**config.mk**
```make
export PLATFORM = sky130hd
export DESIGN_NAME = operand_sequencer
export DESIGN_NICKNAME = d
export VERILOG_FILES = /design/src/rtl/operand_seq_pkg.sv /design/src/rtl/operand_sequencer_btn_debounce.sv /design/src/rtl/operand_sequencer.sv
export SDC_FILE = /design/constraint.sdc
export NUM_CORES = 1
export LEC_CHECK = 0
export CAP_MARGIN = 20
export CORE_MARGIN = 1.5
export CORE_UTILIZATION = 33
export CTS_BUF_LIST = sky130_fd_sc_hd__clkbuf_8
export DETAILED_ROUTE_END_ITERATION = 10
export DONT_BUFFER_PORTS = 1
export HOLD_SLACK_MARGIN = 0.08
export SYNTH_ARGS = -nofsm -noshare
export SYNTH_HDL_FRONTEND = slang
export SYNTH_SLANG_ARGS = --single-unit
```
**constraint.sdc**
```tcl
create_clock -name clk -period 1.85 [get_ports clk]
set_input_delay 0.37 -clock clk [delete_from_list [all_inputs] [get_ports clk]]
set_output_delay 0.37 -clock clk [all_outputs]
set_load 0.02 [all_outputs]
```
**src/rtl/operand_seq_pkg.sv**
```systemverilog
// Shared phase encoding and phase-advance rule for the operand sequencer.
package operand_seq_pkg;

    localparam int PHASE_W = 2;

    typedef enum logic [PHASE_W-1:0] {
        ENTER_A = 2'b00,
        ENTER_B = 2'b01,
        RESULT  = 2'b10
    } phase_t;

    // The unused encoding 2'b11 falls back to ENTER_A.
    function automatic logic [PHASE_W-1:0] advance(input logic [PHASE_W-1:0] p);
        logic [PHASE_W-1:0] n;
        n = ENTER_A;
        case (p)
            ENTER_A: n = ENTER_B;
            ENTER_B: n = RESULT;
            RESULT:  n = ENTER_A;
            default: n = ENTER_A;
        endcase
        return n;
    endfunction

endpackage

```
**src/rtl/operand_sequencer_btn_debounce.sv**
```systemverilog
// Button conditioner: 2-flop sync, stable-count debounce, rising-edge pulse.
// Pulse appears DEBOUNCE_CYCLES+2 cycles after a clean press edge; no backpressure.
module btn_debounce #(
    parameter int DEBOUNCE_CYCLES = 4
) (
    input  logic clk,
    input  logic rst,
    input  logic btn_raw,
    output logic level,
    output logic rise_pulse
);

    localparam int CW = $clog2(DEBOUNCE_CYCLES + 1);
    localparam logic [CW-1:0] CNT_MAX = CW'(DEBOUNCE_CYCLES);

    logic          r_sync1;
    logic          r_sync2;
    logic          r_level;
    logic          r_pulse;
    logic [CW-1:0] r_cnt;

    always_ff @(posedge clk or posedge rst) begin
        if (rst) begin
            r_sync1 <= 1'b0;
            r_sync2 <= 1'b0;
            r_level <= 1'b0;
            r_pulse <= 1'b0;
            r_cnt   <= '0;
        end else begin
            r_sync1 <= btn_raw;
            r_sync2 <= r_sync1;
            r_pulse <= 1'b0;
            if (r_sync2 == r_level) begin
                r_cnt <= '0;
            end else if (r_cnt == CNT_MAX) begin
                // Only presses generate a pulse; releases just update the level.
                r_level <= r_sync2;
                r_cnt   <= '0;
                r_pulse <= r_sync2;
            end else begin
                r_cnt <= r_cnt + CW'(1);
            end
        end
    end

    assign level      = r_level;
    assign rise_pulse = r_pulse;

endmodule

```
**src/rtl/operand_sequencer.sv**
```systemverilog
// Operand-entry controller for the CLA adder: A entry, B entry, result hold.
// Acts on debounced button pulses; store_a is combinational from the pulse, result registered.
module operand_sequencer
    import operand_seq_pkg::*;
#(
    parameter int WIDTH           = 8,
    parameter int DEBOUNCE_CYCLES = 4
) (
    input  logic               clk,
    input  logic               rst,
    input  logic [WIDTH-1:0]   sw,
    input  logic               cin_sw,
    input  logic               btn_next,
    input  logic               btn_clear,
    output logic [WIDTH-1:0]   in_bus,
    output logic               store_a,
    output logic               cin,
    input  logic [WIDTH-1:0]   sum,
    input  logic               cout,
    output logic [WIDTH:0]     result,
    output logic               result_valid,
    output logic [PHASE_W-1:0] phase
);

    localparam logic [PHASE_W-1:0] S_ENTER_A = ENTER_A;
    localparam logic [PHASE_W-1:0] S_ENTER_B = ENTER_B;
    localparam logic [PHASE_W-1:0] S_RESULT  = RESULT;
    localparam logic [PHASE_W-1:0] S_ILLEGAL = 2'b11;

    logic w_next;
    logic w_clear;
    logic w_next_level_unused;
    logic w_clear_level_unused;

    logic [PHASE_W-1:0] r_state;
    logic [WIDTH-1:0]   r_b;
    logic               r_cin;
    logic [WIDTH:0]     r_result;

    btn_debounce #(.DEBOUNCE_CYCLES(DEBOUNCE_CYCLES)) u_next_db (
        .clk        (clk),
        .rst        (rst),
        .btn_raw    (btn_next),
        .level      (w_next_level_unused),
        .rise_pulse (w_next)
    );

    btn_debounce #(.DEBOUNCE_CYCLES(DEBOUNCE_CYCLES)) u_clear_db (
        .clk        (clk),
        .rst        (rst),
        .btn_raw    (btn_clear),
        .level      (w_clear_level_unused),
        .rise_pulse (w_clear)
    );

    always_ff @(posedge clk or posedge rst) begin
        if (rst) begin
            r_state  <= S_ENTER_A;
            r_b      <= '0;
            r_cin    <= 1'b0;
            r_result <= '0;
        end else if (w_clear) begin
            r_state  <= S_ENTER_A;
            r_b      <= '0;
            r_cin    <= 1'b0;
            r_result <= '0;
        end else begin
            // B, its carry and the adder output are captured together so result matches in_bus/cin later.
            if (w_next && r_state == S_ENTER_B) begin
                r_b      <= sw;
                r_cin    <= cin_sw;
                r_result <= {cout, sum};
            end
            if (w_next || r_state == S_ILLEGAL) begin
                r_state <= advance(r_state);
            end
        end
    end

    always_comb begin
        store_a = 1'b0;
        in_bus  = sw;
        cin     = 1'b0;
        if (w_clear) begin
            // Loading zero through store_a clears the adder's A register.
            store_a = 1'b1;
            in_bus  = '0;
        end else begin
            case (r_state)
                S_ENTER_A: store_a = w_next;
                S_ENTER_B: cin     = cin_sw;
                S_RESULT: begin
                    in_bus = r_b;
                    cin    = r_cin;
                end
                default: ;
            endcase
        end
    end

    assign result       = r_result;
    assign result_valid = (r_state == S_RESULT);
    assign phase        = r_state;

endmodule

```
# Word level (Yosys, flattened, before mapping)

Cells that the tools add are included.

$add $sub $neg: 2
Bitwise gates (word level): 2
Reduce and logical (&&, ||, !) cells: 7
Equality and inequality tests: 7
Mux-type cells: 23

Operators with widths:

| kind                  | number |
|---|---|
| $mux W8               | 4 |
| $mux W9               | 2 |
| $mux W3               | 4 |
| $mux W1               | 9 |
| $add A3 B1 Y3 const B | 2 |
| $eq A3 B3 Y1 const B  | 2 |
| $eq A2 B2 Y1 const B  | 2 |
| $mux W2               | 2 |
| $pmux W2 S2           | 1 |
| $reduce_and A2 Y1     | 2 |
| $reduce_bool A2 Y1    | 2 |
| $eq A1 B1 Y1          | 2 |
| $eq A2 B1 Y1 const B  | 1 |
| $logic_not A2 Y1      | 1 |
| $not A1 Y1            | 2 |
| $pmux W1 S2           | 1 |
| $logic_and A1 B1 Y1   | 1 |
| $logic_or A1 B1 Y1    | 1 |

Register bits: 34
Input port bits: 22
Logic and storage cells: 55

# Logic depth before layout (Yosys ltp)

Gate-level depths: netlist of the first run.

Word-level depth: 4
Depth in mapped cells: 6
Mapped depth without buffers: 4

# Modules after synthesis

Synthesis of the first run repeated with hierarchy kept, for this count alone.

Cells, all modules: 160
Area total of the unflattened synthesis: 1725.4 sq um

Modules (own cells, without submodules):

| module            | cells an instance | instances | area an instance (sq um) |
|---|---|---|---|
| operand_sequencer | 118               | 1         | 1172.4 |
| btn_debounce      | 21                | 2         | 276.5 |

# Worst setup path after synthesis of the first run

No wires, ideal clock.

Path type: flip-flop to output port
Start point: register r_state[0] (netlist: phase[0])
End point: output cin
Path buffers: 1
Required time: 1.480 ns
Stages on the path, launching flop included: 6
Data arrival time: 1.593 ns
Setup slack: -0.113 ns
Cells stage by stage: dfrtp_1 > inv_1 > ha_1 > buf_2 > a22oi_1 > nor3b_2

Word-level cells in the longest chain between the ends: 3
Elaborated cells between the ends (all ways): 4
Classes of those cells: eq/ne (2); mux (2)

RTL lines:

| item                   | RTL line                | source |
|---|---|---|
| start, declared        | operand_sequencer.sv:35 | `logic [PHASE_W-1:0] r_state;` |
| start signal, assigned | operand_sequencer.sv:75 | `r_state <= advance(r_state);` |
| $eq A2 B2 Y1           | n/a                     |  |
| via result_valid       | operand_sequencer.sv:21 | `output logic result_valid,` |
| $pmux W1 S2            | operand_sequencer.sv:89 | `case (r_state)` |
| $mux W1                | operand_sequencer.sv:84 | `if (w_clear) begin` |
| end, declared          | operand_sequencer.sv:17 | `output logic cin,` |

The timed path passes the listed nets, and every way through them passes these cells.

# Final worst setup path of the first run

Start point: register r_state[0] (netlist: phase[0])
End point: output in_bus[1]

Word-level cells in the longest chain between the ends: 3

RTL lines:

| item          | RTL line                | source |
|---|---|---|
| $eq A2 B2 Y1  | operand_sequencer.sv:89 |  |
| $mux W8       | operand_sequencer.sv:89 |  |
| $mux W8       | operand_sequencer.sv:84 |  |
| end, declared | operand_sequencer.sv:15 | `output logic [WIDTH-1:0] in_bus,` |

Every way passes these cells.

==> results of run 1 <==
what timing repair did:
| action | in CTS | in global routing |
|---|---|---|
| buffers inserted | 1 | 1 |
| setup endpoints to repair | 9 | 9 |
| resized for setup | 4 | 1 |
| hold buffers | 1 | 0 |
| endpoints found under the hold margin | 2 | 0 |
| pin swaps | 0 | 1 |
synth_stat cells (2+ instances only):
library cell  number
a21bo_1           18
a21oi_1           13
a21oi_2            9
buf_2              3
buf_4              2
buf_6              3
clkbuf_1           4
dfrtp_1           34
ha_1               8
inv_1              7
mux2_1             2
mux2i_1            8
nand2_1            2
nand2b_1           2
nand3_1            9
nand3_2            9
nor2_1             8
nor3b_1            3
o21ai_1            2
or3b_1             4
xnor2_1            2
routing by layer:
metal | vias up | routed length [um] | global-route usage [%]
li1 | 580 | - | -
met1 | 626 | 1513 | 14.28
met2 | 39 | 1758 | 22.04
met3 | 5 | 298 | 6.429
met4 | 0 | 31 | 3.333
met5 | - | 0 | 0
state kept, by name (all words and copies together) (netlist names):
signal                 cells
phase                      2
r_b                        8
r_cin                      1
result                     9
u_clear_db.level           1
u_clear_db.r_cnt           3
u_clear_db.r_sync1         1
u_clear_db.r_sync2         1
u_clear_db.rise_pulse      1
u_next_db.level            1
u_next_db.r_cnt            3
u_next_db.r_sync1          1
u_next_db.r_sync2          1
u_next_db.rise_pulse       1
how the worst min path moves through the flow:
stage                       start                  to  cells after the start
3_5_place_dp    u_next_db.r_sync1   u_next_db.r_sync2                      0
2_1_floorplan  u_clear_db.r_sync1  u_clear_db.r_sync2                      0
3_3_place_gp    u_next_db.r_sync1   u_next_db.r_sync2                      0
5_1_grt                 btn_clear  u_clear_db.r_sync1                      0
4_1_cts                  btn_next   u_next_db.r_sync1                      0
6_report                 btn_next   u_next_db.r_sync1                      0
kinds of logic (layout without fill, tap and decap cells):
kind of cell,after synthesis,after routing,share of synthesized area [%]
buffers and inverters,19,36,5.829
multiplexers,10,10,5.691
XOR/XNOR,2,2,0.9717
AND/OR/NAND/NOR,40,40,14.99
adder cells (fa/ha/maj),8,8,5.552
flip-flops,34,34,47.19
AO/OA/AOI/OAI,45,45,19.78
metrics by stage:
step	area [um2]	setup TNS (ns)	instances	util, %
2_1_floorplan	1809	0	158	-
3_3_place_gp	1976	0	234	38.20
3_5_place_dp	1976	0	234	38.20
4_1_cts	2117	0	244	40.93
5_1_grt	2128	-0.4264	245	41.15
6_report	2128	0	245	41.15
worst register-to-register path, delay by kind of cell, from the launching register on:
family	cells	cell delay, ns
adder cells (fa/ha/maj)	1	0.20
buffers and inverters	2	0.55
flip-flops	1	0.37
AO/OA/AOI/OAI	2	0.24
layout make-up:
| type | instances | area (um2) | area share, % |
|---|---|---|---|
| Clock buffer | 5 | 68.82 | 3.233 |
| Inverter | 7 | 26.28 | 1.235 |
| Multi-Input combinational cell | 105 | 870.8 | 40.92 |
| Sequential cell | 34 | 852.1 | 40.04 |
| Clock inverter | 3 | 37.54 | 1.764 |
| Tap cell | 70 | 87.58 | 4.115 |
| Timing Repair Buffer | 21 | 185.2 | 8.701 |
power breakdown:
group          switching, uW  total [uW]  internal (uW)
sequential               301        1310           1010
clock                    250         641            392
combinational            549        1120            571
==> impl_metrics.csv, run 1 <==
group,metric,value,unit
run_status,status,"finished clean",
global_route,antenna_found_initial,0,
power_and_ir_drop,leakagePower,0.0009611,uW
logic_synthesis,synth.distinct_cells,27,
sta,period_needed,1.841,ns
sta,max_clock_freq,543.2,MHz
routing,route.detailed.drc,0,
power_and_ir_drop,pwr_density_cell,1445,nW/um2
logic_synthesis,synth_top_cell_area_share,47.19,%
setup_path,crit_end,"in_bus[1]",
sta,rsz0062_at_grt,"true",
die,core_area,5172,um2
sta,hold_violations,0,
finish,syn2layout_area_growth,18.04,%
logic_synthesis,synth_edf_count,0,
sta,finalMaxSlewViolations,0,
routing,drt_iter0_drc,55,
finish,fin_nets,204,
logic_synthesis,synth_area,1803,um2
setup_path,r2r-start,"phase[0]",
global_route,grt_max_degree,38,
min_path,hp-class,"in2reg",
setup_path,reg2reg_depth,5,
setup_path,startpoint,"phase[0]",
sta,fin_ws,0.009139,ns
finish,diodes,0,
setup_path,cpLargestDelayFamily,"flip-flops",
run,maxCapViolations,0,
routing,wl,3.602,mm
die,die_y,76.92,um
logic_synthesis,syn_area_per_cell,11.41,um2
global_route,grt_pass1_vias,1335,
sta,relSlewSlack,69.89,%
clock_network,insertion_delay,0.28,ns
setup_path,slowest_stage,"dfrtp_2",
power_and_ir_drop,p_total,3076,uW
finish,final_common_cell,"dfrtp_1",
setup_path,crit_type,"reg2out",
setup_path,arrival,1.47,ns
place,dp_worst_setup_slack,0.2275,ns
die,dieArea,5916,um2
logic_synthesis,yosysTopAreaCell,"dfrtp_1",
logic_synthesis,async_reset_ff_share,100.0,%
logic_synthesis,ys_ff_latch,34,
die,start_util,34.86,%
die,die_x,76.92,um
clock_network,cts-buffers-inserted,5,
clock_network,cts.clk_slew.worst_paths,0.06,ns
clock_network,clock_path_buffers,2,
logic_synthesis,seq_area_frac_synth,47.19,%
setup_path,critPathLaunchType,"flip-flop",
setup_path,end_kind,"output port",
sta,skew,0.003608,ns
routing,wl_per_cell,14.70,um
setup_path,crit_cells,6,
routing,drt_first_pass_iters,4,
setup_path,crit_fanout,8,
setup_path,crit_required,1.48,ns
finish,fillers,499,
setup_path,r2r_slack,0.37,ns
global_route,grt_overflow,0,
global_route,grt_pass1_wl,6.106,mm
sta,setup_viol,0,
global_route,grt_usage,12.94,%
clock_network,root_buffer,"clkbuf_8",
setup_path,critPathBufInv,3,
logic_synthesis,yosys_warnings,0,
routing,drt-vias-per-instance,5.102,
place,place_hpwl,2.519,mm
sta,finalCritPeriodShare,99.51,%
clock_network,clock_sinks,34,
logic_synthesis,syn_nets,188,
setup_path,reg2reg_to,"r_b[7]",
routing,vias,1250,
power_and_ir_drop,peakVddDrop,0.0004839,V
setup_path,crit_chain,"inv_2 > ha_4 > buf_12 > mux2i_2 > nor2_1 > buf_4",
place,port_buffers,0,
logic_synthesis,yosys_most_used_dff,"dfrtp_1",
logic_synthesis,yosys-top-cells-area,"dfrtp_1 (47%), a21bo_1 (10%), ha_1 (5.6%), nand3_2 (5.0%), mux2i_1 (4.4%)",
sta,hold_ws,0.1142,ns
die,ios,44,
clock_network,h-tree-depth,2,
finish,most-common-layout-cells,"dfrtp_1 (33), a21bo_1 (18), buf_4 (18)",
place,place_congestion,0.7209,
finish,drive_above_1_share,29.14,%
die,num_rows,26,
logic_synthesis,syn-instance-count,158,
clock_network,cts_tree,"yes",
setup_path,slowest_delay,0.41,ns
sta,tightest_slew,0.4517,ns
routing,detail-route-antenna-nets,0,
No activity file was read; power rests on OpenSTA's default activity.
==> run 2, diff against run 1 <==
- CORE_ASPECT_RATIO: unset -> 1.5
- CORE_MARGIN: 1.5 -> 5
==> run 2 against run 1 <==
  * Global-route usage down 0.86 points
  * Count of clock-buffer cells in the layout rose by 1
  * Cell area down 0.76%
  * Fmax decreased by 0.48%
  * Sequential share of layout area up 0.31 points
  * Cell count up 0.82%
  * Register-to-register slack barely moved
  * First-iteration DRC count grew 5.5%
  * Flip-flop and latch count unchanged
  * Largest cell class unchanged
==> impl_metrics.csv, run 2 (synthesized netlist as in run 1, its figures left out) <==
group,metric,value,unit
global_route,grt_pass1_wl,6.713,mm
sta,hold_violations,0,
finish,largest_register_ffs,9,
routing,detail-route-antenna-nets,0,
finish,diodes,0,
clock_network,cts.clk_slew.worst_paths,0.07,ns
die,num_rows,33,
place,placedCellCount,234,
die,die_y,100.5,um
setup_path,slowest_delay,0.41,ns
global_route,grt_pass1_vias,1344,
place,place_hpwl,2.669,mm
finish,fin_nets,206,
routing,route.detailed.drc,0,
run,maxCapViolations,0,
routing,vias,1228,
setup_path,crit_fanout,5,
clock_network,insertion_delay,0.29,ns
finish,fin_cells,247,
sta,skew,0.009115,ns
global_route,grt_overflow,0,
power_and_ir_drop,pwr_density_cell,1424,nW/um2
clock_network,clock_path_buffers,2,
place,port_buffers,0,
die,die_x,70.35,um
finish,drive_above_1_share,31.07,%
setup_path,crit_required,1.48,ns
sta,hold_ws,0.06898,ns
sta,relSlewSlack,70.92,%
routing,drt-vias-per-instance,4.972,
setup_path,crit_chain,"inv_2 > ha_4 > buf_6 > mux2i_2 > nor2_1 > buf_4",
setup_path,end_kind,"output port",
global_route,grt_max_degree,38,
die,core_area,5409,um2
setup_path,critPathLaunchType,"flip-flop",
clock_network,cts_tree,"yes",
global_route,grt_usage,12.08,%
setup_path,r2r_slack,0.36,ns
sta,finalCritPeriodShare,99.98,%
die,dieArea,7072,um2
sta,period_needed,1.850,ns
sta,tightest_slew,0.4361,ns
sta,setup_viol,0,
die,start_util,33.33,%
clock_network,postCtsHoldBufs,0,
sta,finalMaxSlewViolations,0,
sta,max_clock_freq,540.6,MHz
setup_path,slowest_stage,"dfrtp_2",
clock_network,h-tree-depth,2,
routing,drt_iter0_drc,58,
finish,final_common_cell,"dfrtp_1",
place,place_congestion,0.8602,
routing,drt_first_pass_iters,5,
run_status,status,"finished clean",
min_path,hp-class,"in2async",
clock_network,cts-buffers-inserted,5,
power_and_ir_drop,peakVddDrop,0.0003604,V
die,ios,44,
finish,most-common-layout-cells,"dfrtp_1 (33), buf_4 (20), a21bo_1 (18)",
setup_path,arrival,1.48,ns
finish,syn2layout_area_growth,17.14,%
power_and_ir_drop,leakagePower,0.0009602,uW
sta,rsz0062_at_grt,"true",
routing,wl,3.926,mm
clock_network,root_buffer,"clkbuf_8",
global_route,antenna_found_initial,0,
clock_network,clock_sinks,34,
finish,utilization,39.05,%
setup_path,crit_type,"reg2out",
routing,wl_per_cell,15.89,um
[run 2: cell type report]
cell class	instances	area, um2
fillers	533	3297
multi-input cells	105	870.8
flip-flops and latches	34	852.1
repair buffers	23	183.9
well taps	70	87.58
clock buffers	6	82.58
inverters	7	26.28
clock inverters	2	8.758
[run 2: routing by layer]
metal	GRT usage, %	routed length (um)
met1	13.32	1544
met2	19.99	1997
met3	4.691	289
met4	6.342	95
met5	0	0
[run 2: final timing paths]
check | start | endpoint | cells past startpoint
max | phase[0] | in_bus[7] | 6
min | rst | result[3] | 2
max reg2reg | phase[0] | result[4] | 5
min reg2reg | u_clear_db.r_sync1 | u_clear_db.r_sync2 | 0
max in group asynchronous | rst | phase[0] | 2
min in group clk | btn_clear | u_clear_db.r_sync1 | 0
[run 2: critical path, delay by kind of cell (launching register included)]
family	cells	cell delay (ns)
mux	1	0.20
buf+inv	3	0.37
flops	1	0.41
fa+ha+maj	1	0.16
simple gates	1	0.06
[run 2: report_power, final]
group | switching, uW | internal, uW | total [uW]
clock | 258 | 294 | 552
combinational | 562 | 581 | 1140
sequential | 299 | 1010 | 1310
total | 1120 | 1890 | 3010
[run 2: timing repair]
item | 4_1_cts | 5_1_grt
pin swaps | 2 | 4
endpoints found under the setup margin | 9 | 9
buffers inserted | 4 | 1
gates cloned | 0 | 0
gates resized for setup | 8 | 1
[run 2: through the flow]
| step | setup WS [ns] | TNS [ns] | power, uW | instance area (um2) |
|---|---|---|---|---|
| after floorplan | 0.02010 | 0 | 2143 | 1809 |
| after CTS | 0.001732 | 0 | 3042 | 2101 |
| after detailed placement | 0.1221 | 0 | 2399 | 1951 |
| final | 0.0003315 | 0 | 3007 | 2112 |
| after global placement | 0.1649 | 0 | 2324 | 1951 |
| after global routing | -0.07433 | -0.5022 | 3226 | 2112 |
==> run 3, diff against run 2 <==
==> constraint.sdc (replaced) <==
create_clock -name clk -period 1.85 [get_ports clk]
set_input_delay 0.2775 -clock clk [delete_from_list [all_inputs] [get_ports clk]]
set_output_delay 0.2775 -clock clk [all_outputs]
set_load 0.02 [all_outputs]
==> run 3 against run 2 <==
  * First-iteration DRC count decreased by 62%
  * Count of clock-buffer cells in the layout stayed put
  * Die area is the same
  * Routed wire length grew 0.31%
  * Critical path depth stayed put
  * Combinational power hardly changed
  * Setup slack better by 0.056 ns
  * Hold slack improved by 0.044 ns
  * Sequential power is essentially flat
  * Flip-flop and latch count did not move
  * Highest routed layer unchanged
==> impl_metrics.csv, run 3 (synthesized netlist as in run 1, its figures left out) <==
group,metric,value,unit
die,start_util,33.33,%
setup_path,reg2reg_depth,5,
power_and_ir_drop,switching_share,37.24,%
finish,drive_above_1_share,28.25,%
power_and_ir_drop,sequentialPowerShare,43.9,%
setup_path,crit_required,1.57,ns
sta,setup_tns,0,ns
sta,max_clock_freq,557.5,MHz
setup_path,arrival,1.52,ns
finish,most-common-layout-cells,"dfrtp_1 (34), a21bo_1 (18), buf_4 (17)",
setup_path,startpoint,"phase[0]",
clock_network,clock_sinks,34,
power_and_ir_drop,p_switching,1111,uW
sta,relSlewSlack,66.36,%
min_path,min_from,"sw[2]",
min_path,hp-class,"in2reg",
power_and_ir_drop,power.internal,1873,uW
finish,utilization,39.23,%
routing,detail-route-antenna-nets,0,
sta,finalCritPeriodShare,96.95,%
place,port_buffers,0,
die,core_area,5409,um2
power_and_ir_drop,peakVddDrop,0.0007546,V
clock_network,cts-buffers-inserted,5,
power_and_ir_drop,leakagePower,0.0009604,uW
global_route,grt_pass1_vias,1353,
setup_path,end_kind,"output port",
clock_network,clock_path_buffers,2,
setup_path,r2r_slack,0.43,ns
global_route,antenna_found_initial,0,
clock_network,cts.clk_slew.worst_paths,0.07,ns
place,place_congestion,0.8103,
die,num_rows,33,
routing,vias,1227,
clock_network,insertion_delay,0.28,ns
setup_path,crit_fanout,5,
routing,wl,3.938,mm
die,die_x,70.35,um
clock_network,cts_tree,"yes",
run_status,status,"finished clean",
finish,fin_nets,206,
finish,fillers,533,
finish,diodes,0,
global_route,grt_usage,11.46,%
die,die_y,100.5,um
setup_path,slowest_delay,0.39,ns
finish,syn2layout_area_growth,17.70,%
global_route,grt_max_degree,35,
power_and_ir_drop,p_total,2984,uW
setup_path,slowest_stage,"dfrtp_1",
sta,hold_violations,0,
sta,rsz0062_at_grt,"true",
sta,setup_viol,0,
sta,skew,0.006858,ns
global_route,grt_pass1_wl,6.389,mm
sta,hold_ws,0.1125,ns
routing,drt_iter0_drc,22,
routing,wl_per_cell,15.94,um
setup_path,crit_chain,"inv_2 > ha_2 > buf_6 > mux2i_1 > nor2_1 > buf_4",
global_route,grt_overflow,0,
place,dpl_cell_area,1979,um2
setup_path,reg2reg_to,"result[3]",
min_path,min_to,"r_b[2]",
finish,largest_register_ffs,9,
finish,final_common_cell,"dfrtp_1",
power_and_ir_drop,p_clk_share,18.5,%
sta,period_needed,1.794,ns
routing,drt_first_pass_iters,4,
routing,drt-vias-per-instance,4.968,
die,ios,44,
place,place_hpwl,2.834,mm
power_and_ir_drop,pwr_density_cell,1406,nW/um2
power_and_ir_drop,pwr-share-comb,37.7,%
setup_path,crit_type,"reg2out",
sta,finalMaxSlewViolations,0,
finish,fin_area,2122,um2
run,maxCapViolations,0,
clock_network,root_buffer,"clkbuf_8",
clock_network,h-tree-depth,2,
setup_path,r2r-start,"phase[0]",
routing,route.detailed.drc,0,
sta,tightest_slew,0.5046,ns
setup_path,critPathLaunchType,"flip-flop",
die,dieArea,7072,um2
min_path,hold_depth,2,
## run 3: changes by cell type in the layout (fill, tap and decap cells not counted)
| cell | change |
|---|---|
| dfrtp_1 | +1 |
| dlygate4sd3_1 | +3 |
| buf_4 | -3 |
| mux2i_1 | +1 |
| dfrtp_2 | -1 |
| ha_4 | -1 |
| buf_6 | -2 |
| buf_12 | +2 |
| ha_2 | +1 |
| mux2i_2 | -1 |
## run 3: final cells by class
type | instances | area [um2] | share of cell area [%]
Clock buffer | 6 | 82.58 | 3.892
Multi-Input combinational cell | 105 | 857.1 | 40.39
Clock inverter | 2 | 8.758 | 0.4127
Sequential cell | 34 | 850.8 | 40.09
Timing Repair Buffer | 23 | 209.0 | 9.847
Inverter | 7 | 26.28 | 1.238
Tap cell | 70 | 87.58 | 4.127
## run 3: power groups by stage
stage / registers [uW] / clock network [uW] / logic [uW]
final: 1310 / 551 / 1120
after detailed placement: 1320 / 0 / 1100
after CTS: 1310 / 569 / 1120
after floorplan: 1280 / 0 / 857
after global routing: 1340 / 608 / 1230
after global placement: 1300 / 0 / 1030
## run 3: layer usage
metal	track usage (%)	wire length, um	vias up
met5	0	0	-
met2	20.49	2143	36
li1	-	-	585
met4	6.195	132	0
met1	11.64	1419	593
met3	3.792	242	13
## run 3: through the flow
stage	setup slack (ns)	cells
3_5_place_dp	0.3137	235
6_report	0.05643	247
5_1_grt	-0.002549	247
4_1_cts	0.02761	246
3_3_place_gp	0.3459	235
2_1_floorplan	0.03124	158
## run 3: critical path: cells and delay by family, from the launching register on
kind,cells,cell delay [ns]
and+or+nand+nor,1,0.09
DFF,1,0.39
buffers and inverters,3,0.37
muxes,1,0.19
adders and majority gates,1,0.19
## run 3: timing repair
action / 4_1_cts / 5_1_grt
buffers inserted: 0 / 0
pin swaps: 0 / 2
hold buffers: 3 / 0
endpoints found under the hold margin: 36 / 0
gates cloned: 0 / 1
setup endpoints to repair: 2 / 3
resized for setup: 1 / 6
## run 3: worst max path at each step
| stage | end | slack (ns) | depth (start not counted) |
|---|---|---|---|
| floorplan | cin | 0.03 | 5 |
| detailed placement | cin | 0.31 | 6 |
| global placement | cin | 0.35 | 6 |
| CTS | in_bus[6] | 0.03 | 6 |
| finish | in_bus[6] | 0.06 | 6 |
| global route | in_bus[4] | -0.003 | 6 |
